File: src/rtl/uart_pkg.sv
// Shared UART arbiter definitions: byte width, default stall limit, FSM states.
package uart_pkg;

  localparam int unsigned UART_DATA_W         = 8;
  localparam int unsigned TIMEOUT_CYCLES_DFLT = 27000;

  typedef enum logic {
    ARB_IDLE = 1'b0,
    ARB_BUSY = 1'b1
  } arb_state_e;

endpackage

File: src/rtl/uart_tx_arbiter_rr_pick.sv
// Combinational round-robin picker: first set request searching upward from
// last+1, wrapping modulo N.
module rr_pick
  import uart_pkg::*;
#(
  parameter int unsigned N = 4
) (
  input  logic [N-1:0]         req,
  input  logic [$clog2(N)-1:0] last,
  output logic                 found,
  output logic [$clog2(N)-1:0] idx
);

  localparam int unsigned IW = $clog2(N);

  int unsigned cand;

  always_comb begin
    found = 1'b0;
    idx   = '0;
    cand  = 0;
    for (int unsigned k = 1; k <= N; k++) begin
      cand = (32'(last) + k) % N;
      if (!found && req[IW'(cand)]) begin
        found = 1'b1;
        idx   = IW'(cand);
      end
    end
  end

endmodule

File: src/rtl/uart_tx_arbiter.sv
// Message-level round-robin arbiter sharing the UART TX FIFO write port.
// Optional requester-stall timeout enabled by defining UART_ARB_TIMEOUT_EN.
module uart_tx_arbiter
  import uart_pkg::*;
#(
  parameter int unsigned NUM_REQ        = 4,
  parameter int unsigned TIMEOUT_CYCLES = TIMEOUT_CYCLES_DFLT
) (
  input  logic                           clock,
  input  logic                           reset,
  input  logic [NUM_REQ-1:0]             req_valid,
  input  logic [NUM_REQ-1:0]             req_last,
  input  logic [NUM_REQ*UART_DATA_W-1:0] req_data,
  output logic [NUM_REQ-1:0]             req_ready,
  output logic [UART_DATA_W-1:0]         tx_fifo_data_in,
  output logic                           tx_fifo_write_en,
  input  logic                           tx_fifo_full,
  output logic                           grant_valid,
  output logic [$clog2(NUM_REQ)-1:0]     grant_id,
  output logic                           timeout_event
);

  localparam int unsigned IW = $clog2(NUM_REQ);

  arb_state_e      state_q, state_d;
  logic [IW-1:0]   grant_id_q, grant_id_d;
  logic [IW-1:0]   rr_last_q, rr_last_d;

  logic            pick_found;
  logic [IW-1:0]   pick_idx;
  logic            owner_valid;
  logic            owner_xfer;
  logic            stall_expired;

  logic [UART_DATA_W-1:0] req_bytes [NUM_REQ];

  rr_pick #(.N(NUM_REQ)) u_rr_pick (
    .req   (req_valid),
    .last  (rr_last_q),
    .found (pick_found),
    .idx   (pick_idx)
  );

  always_comb begin
    for (int unsigned i = 0; i < NUM_REQ; i++) begin
      req_bytes[i] = req_data[i*UART_DATA_W +: UART_DATA_W];
    end
  end

  assign owner_valid     = req_valid[grant_id_q];
  assign owner_xfer      = (state_q == ARB_BUSY) && owner_valid && !tx_fifo_full;
  assign tx_fifo_data_in = req_bytes[grant_id_q];
  assign grant_valid     = (state_q == ARB_BUSY);
  assign grant_id        = grant_id_q;

`ifdef UART_ARB_TIMEOUT_EN
  localparam int unsigned CNT_W = ($clog2(TIMEOUT_CYCLES + 1) > 16) ?
                                  $clog2(TIMEOUT_CYCLES + 1) : 16;

  logic [CNT_W-1:0] stall_cnt_q, stall_cnt_d;

  // Counts only owner-idle cycles; FIFO-full stalls hold the count.
  always_comb begin
    stall_cnt_d   = '0;
    stall_expired = 1'b0;
    if (state_q == ARB_BUSY) begin
      if (!owner_valid) begin
        if (stall_cnt_q == CNT_W'(TIMEOUT_CYCLES - 1)) begin
          stall_expired = 1'b1;
        end else begin
          stall_cnt_d = stall_cnt_q + 1'b1;
        end
      end else if (tx_fifo_full) begin
        stall_cnt_d = stall_cnt_q;
      end
    end
  end

  always_ff @(posedge clock) begin
    if (reset) begin
      stall_cnt_q <= '0;
    end else begin
      stall_cnt_q <= stall_cnt_d;
    end
  end
`else
  assign stall_expired = 1'b0;
`endif

  assign timeout_event = stall_expired;

  always_comb begin
    state_d          = state_q;
    grant_id_d       = grant_id_q;
    rr_last_d        = rr_last_q;
    req_ready        = '0;
    tx_fifo_write_en = 1'b0;
    unique case (state_q)
      ARB_IDLE: begin
        if (pick_found) begin
          grant_id_d = pick_idx;
          state_d    = ARB_BUSY;
        end
      end
      ARB_BUSY: begin
        req_ready[grant_id_q] = !tx_fifo_full;
        tx_fifo_write_en      = owner_xfer;
        if ((owner_xfer && req_last[grant_id_q]) || stall_expired) begin
          state_d   = ARB_IDLE;
          rr_last_d = grant_id_q;
        end
      end
      default: state_d = ARB_IDLE;
    endcase
  end

  always_ff @(posedge clock) begin
    if (reset) begin
      state_q    <= ARB_IDLE;
      grant_id_q <= '0;
      rr_last_q  <= IW'(NUM_REQ - 1);
    end else begin
      state_q    <= state_d;
      grant_id_q <= grant_id_d;
      rr_last_q  <= rr_last_d;
    end
  end

endmodule

File: config.mk
export PLATFORM = sky130hd
export DESIGN_NAME = uart_tx_arbiter
export DESIGN_NICKNAME = d
export VERILOG_FILES = /design/src/rtl/uart_pkg.sv /design/src/rtl/uart_tx_arbiter_rr_pick.sv /design/src/rtl/uart_tx_arbiter.sv
export SDC_FILE = /design/constraint.sdc
export NUM_CORES = 1
export LEC_CHECK = 0
export ABC_CLOCK_PERIOD_IN_PS = 2100
export CORE_AREA = 2 2 49 51
export CTS_BUF_LIST = sky130_fd_sc_hd__clkbuf_4
export DETAILED_ROUTE_END_ITERATION = 8
export DIE_AREA = 0 0 51 53
export PLACE_DENSITY = 0.77
export SLEW_MARGIN = 20
export SYNTH_ARGS = -nofsm -noshare
export SYNTH_HDL_FRONTEND = slang
export SYNTH_SLANG_ARGS = --single-unit
export TNS_END_PERCENT = 100
File: constraint.sdc
create_clock -name clock -period 2.1 [get_ports clock]
set_clock_uncertainty 0.1 [all_clocks]
set_input_delay 0.315 -clock clock [delete_from_list [all_inputs] [get_ports clock]]
set_output_delay 0.315 -clock clock [all_outputs]
set_load 0.005 [all_outputs]
# [Word-level counts from Yosys, hierarchy flattened]
# Cells that the tools add are included.
[op_classes] reduce_logical=13 shifts=0 div_mod_pow=0 addsub=4 muxes=30 n_bitwise=3 multipliers=0 magnitude_cmp=7 eq_ne=0
[op_table] operator="8-bit binary-select mux with 2-bit select" n=1
[op_table] operator="8-bit two-way mux" n=2
[op_table] operator="2-bit by 3-bit < comparator with 1-bit output, second input constant" n=5
[op_table] operator="1-bit two-way mux" n=14
[op_table] operator="1-bit binary-select mux with 2-bit select" n=6
[op_table] operator="2-bit two-way mux" n=4
[op_table] operator="1-bit logical AND" n=7
[op_table] operator="2-bit by 1-bit adder with 2-bit output, second input constant" n=2
[op_table] operator="2-bit adder, second input constant" n=2
[op_table] operator="4-bit bitwise AND" n=1
[op_table] operator="1-bit logical NOT" n=4
[op_table] operator="4-bit two-way mux" n=1
[op_table] operator="2-bit AND reduction" n=2
[op_table] operator="3-bit >= comparator, second input constant" n=1
[op_table] operator="2-bit NOT with 3-bit output" n=1
[op_table] operator="1-bit demux with 2-bit select" n=1
[op_table] operator="2-bit by 1-bit >= comparator with 1-bit output, second input constant" n=1
[op_table] operator="1-bit case mux with 2 select lines" n=1
[op_table] operator="1-bit NOT" n=1
[totals] elab_cells=60 romBits=0 register_bits=5 ram_bits=0 latchBits=0 output_inout_bits=17 memories=0

# [Depth between registers and ports, before layout]
[depth] ltp_word=15 ltp_mapped=5

# [Hierarchy]
# A second synthesis with hierarchy kept.
[hier_totals] cells_unflattened=61 hier_area_um2=583.1
[modules_own_cells] mod="uart_tx_arbiter" area_per_inst_um2=491.7 n_inst=1 cells_per_inst=47
[modules_own_cells] mod="rr_pick" area_per_inst_um2=91.3 n_inst=1 cells_per_inst=14

# [Worst setup path after synthesis]
# No wires, ideal clock.
[synth_timing] kind="reg2out" startpoint="reg grant_id_q[0] (netlist: grant_id[0])" endpoint="out tx_fifo_data_in[1]" required_time_ps=1685 t_arrival_ps=1299 n_path_buf=2 setup_slack_ps=386 stages_incl_launch_ff=4 path_cell_list="dfxtp_1 > buf_2 > buf_2 > mux4_2"
[synth_between] elab_chain_len=4
[synth_rtl] element="from (decl)" line="uart_tx_arbiter.sv:26" rtl="logic [IW-1:0] grant_id_q, grant_id_d;"
[synth_rtl] element="from (signal assigned)" line="uart_tx_arbiter.sv:124" rtl="grant_id_q <= grant_id_d;"
[synth_rtl] element="2-bit NOT with 3-bit output (implied by the code)" line="uart_tx_arbiter.sv:52" rtl="assign tx_fifo_data_in = req_bytes[grant_id_q];"
[synth_rtl] element="8-bit binary-select mux with 2-bit select" line="uart_tx_arbiter.sv:52"
[synth_rtl] element="8-bit two-way mux (implied by the code) (2 in a row)" line="uart_tx_arbiter.sv:52"
[synth_rtl] element="to (decl)" line="uart_tx_arbiter.sv:15" rtl="output logic [UART_DATA_W-1:0] tx_fifo_data_in,"
# Every way passes these cells. The select of a mux whose other input is x is not followed.

# [Worst setup path after layout]
[layout_timing] startpoint="in req_valid[2]" endpoint="out tx_fifo_write_en"
[layout_between] elab_chain_len=5
[layout_rtl] element="from (decl)" line="uart_tx_arbiter.sv:11" rtl="input logic [NUM_REQ-1:0] req_valid,"
[layout_rtl] element="1-bit binary-select mux with 2-bit select" line="uart_tx_arbiter.sv:50" rtl="assign owner_valid = req_valid[grant_id_q];"
[layout_rtl] element="1-bit two-way mux (implied by the code)" line="uart_tx_arbiter.sv:50"
[layout_rtl] element="1-bit logical AND (2 in a row)" line="uart_tx_arbiter.sv:51" rtl="assign owner_xfer = (state_q == ARB_BUSY) && owner_valid && !tx_fifo_full;"
[layout_rtl] element="1-bit two-way mux" line="uart_tx_arbiter.sv:98" rtl="unique case (state_q)"
[layout_rtl] element="to (decl)" line="uart_tx_arbiter.sv:16" rtl="output logic tx_fifo_write_en,"
# Every way passes these cells. The select of a mux whose other input is x is not followed.

==> results by group <==
Synth
  – Distinct cells, synth: 26
  – Ys flop type: dfxtp_1
  – Seq cells post-synth: 5
  – Post-synth ARST share: 0
  – EDFF count, synth: 0
  – Mean post-synth cell area: 9.540 um^2
  – Top cell type's share of synthesized area: 0.3689
  – Sequential fraction of the synthesis area: 0.1639
  – Yosys warning count: 0
  – Post-synthesis net count: 107
  – Post-Synthesis Cells: 64
  – Synth top area cells: mux4_2 37%, dfxtp_1 16%, mux2i_1 8.2%, nor2_1 7.4%, a311oi_1 2.9%
  – Post-synthesis cell type with the largest combined area: mux4_2
  – Mapped Area: 610.6 um^2

Place
  – Final Wtd Congestion: 0.8106
  – HPWL after DPL: 1740 um
  – Placement Cell Area: 1242 um^2
  – Buffers on Ports: 58

Finish
  – Layout Nets: 178
  – Layout cells sized above 1: 0.2388
  – Filler cells: 188
  – Most frequent cells in the layout: 47 x clkdlybuf4s50_1, 11 x nor2_1, 11 x buf_4
  – Commonest non-fill, non-tap cell in the layout: clkdlybuf4s50_1
  – Synthesis-to-finish area growth: 123.6%
  – Final Cell Area: 1365 um^2
  – ANT cells: 0

Hold path
  – Min-delay src: req_valid[0]
  – Min-Delay Path Class: in2reg

Route
  – Wirelength, routed: 2166 um
  – DR vias/cell: 4.685
  – Post-route ant nets: 0
  – DRC violations left: 0
  – Initial DRC Count: 2
  – Total vias in the final route: 759
  – DR pass1 iterations: 3
  – Drt wl/cell: 13.37 um

STA
  – # setup viols final: 0
  – Min Tclk post-route: 2.064 ns
  – Final period util: 0.9828
  – Max Transition Viols Final: 0
  – Maximum clock rate: 484.5 MHz
  – Final Hold Viols: 0

Worst setup path
  – Crit. End Element: output pin
  – Cell Chain, Critical Path: clkdlybuf4s50_1, inv_1, mux4_2, nor2_2, clkdlybuf4s15_1
  – Crit path max-delay cell type: clkdlybuf4s50_1
  – Origin of the critical flop-to-flop path: grant_id[1]
  – CP Launch Type: input port
  – Worst Path Required: 1.68 ns
  – Kind of critical path: in2out
  – Delay-heaviest family, CP: buffers and inverters
  – Worst Setup SP: req_valid[2]
  – Critical path arrival: 1.65 ns
  – Slowest stage delay, CP: 0.48 ns
  – CP Max Fanout: 2
  – Worst path buffer plus inverter count: 3

Run
  – Max Cap Viol: 0

Clocking
  – Clk buf depth: 2
  – TritonCTS clock tree: yes
  – H-tree levels: 1
  – Root buf cell: clkbuf_4
  – Clk slew on worst S/H paths: 0.05 ns
  – Sink Count: 5
  – Total CTS buffers: 3
  – Cts hold-fix bufs: 0
  – Clock latency at the later pin of the worst-skew pair: 0.25 ns

Floorplanning
  – Starting density of the core: 0.2842
  – Die Y: 53 um
  – Core Footprint: 2148 um^2
  – Die Area: 2703 um^2
  – # IOs: 60
  – DIE WIDTH: 51 um
  – Num rows: 17

Global routing
  – First-pass GRT wire length: 3125 um
  – Largest net degree at the start of global routing: 17
  – Vias in the first global route: 732
  – Total gr overflow: 0
  – Global-route usage over all layers: 0.1552
  – Initial antenna violation count: 0

Pwr
  – Total power: 529.8 uW
  – P_leak: 0.0006572 uW
  – Worst vdd ir: 0.0002019 V
  – PD cells: 388.1 nW/um^2

Run status
  – Outcome: finished, final reports clean
## worst paths after layout
path                            to  slack [ns]  depth (start not counted)
setup / recovery  tx_fifo_write_en        0.04                          5
hold / removal         grant_id[0]        0.38                          4
setup reg to reg       grant_valid        0.40                          3
hold reg to reg       rr_last_q[0]        0.49                          2
## per-stage QoR
step	hold slack [ns]	utilization	setup WS, ns	cells	TNS [ns]
global placement	0.4616	0.5783	-0.2465	151	-0.2465
finish	0.3760	0.6354	0.03606	162	0
CTS	0.4931	0.5917	-0.07868	155	-0.4891
floorplan	0.2871	-	0.3861	64	0
global route	0.4329	0.6354	-0.002216	162	-0.002216
detailed placement	0.4799	0.5783	-0.2695	151	-0.2932
## report_power, final
part | switching (uW) | leakage [uW] | internal, uW | total, uW
Clock | 45.9 | 0.0000184 | 85.1 | 131
Combinational | 84.2 | 0.000597 | 202 | 287
Sequential | 8.98 | 0.0000416 | 103 | 112
## cell type report
class                   count  area [um^2]  area share
well taps                  28        35.03     0.02566
clock buffers               4        30.03     0.02200
multi-input cells          48        457.9      0.3355
inverters                   5        18.77     0.01375
repair buffers             72        721.9      0.5289
flip-flops and latches      5        101.3     0.07424
## registers in the layout, summed over array words and instances, names as in the netlist
| name | count |
|---|---|
| rr_last_q | 2 |
| grant_valid | 1 |
| grant_id | 2 |
## worst register-to-register path, delay by kind of cell (launching register included)
family,cells,cell delay [ns]
multiplexers,1,0.55
flip-flops,1,0.37
AND/OR/NAND/NOR,2,0.56
## metal layers
metal,share of wire,global-route usage,routed length (um),up-vias
met5,0,0,0,-
li1,-,-,-,376
met4,0.014,0.08108,31,0
met2,0.53,0.2792,1153,36
met1,0.36,0.1736,782,344
met3,0.092,0.02825,199,3
## repair_timing
| item | CTS | global route |
|---|---|---|
| pin swaps | 0 | 1 |
| buffers inserted | 0 | 7 |
| setup endpoints to repair | 9 | 9 |
| gates cloned | 0 | 0 |
| gates resized for setup | 1 | 16 |
## logic make-up after synthesis
logic type             after synthesis  share of synthesized area
AOI/OAI and AO/OA                    8                    0.09835
DFF                                  5                     0.1639
muxes                               15                     0.4508
buffers and inverters               11                    0.09016
other                                1                   0.006142
and+or+nand+nor                     24                     0.1906
## Yosys cell counts, types with 2 or more instances
master	number
mux2i_1	5
buf_2	2
inv_1	4
nand2b_1	2
nor2_1	12
dfxtp_1	5
clkbuf_1	2
a21o_1	2
a311oi_1	2
nand2_1	3
mux4_2	10
Note: power is estimated with default switching activity, not from simulation.
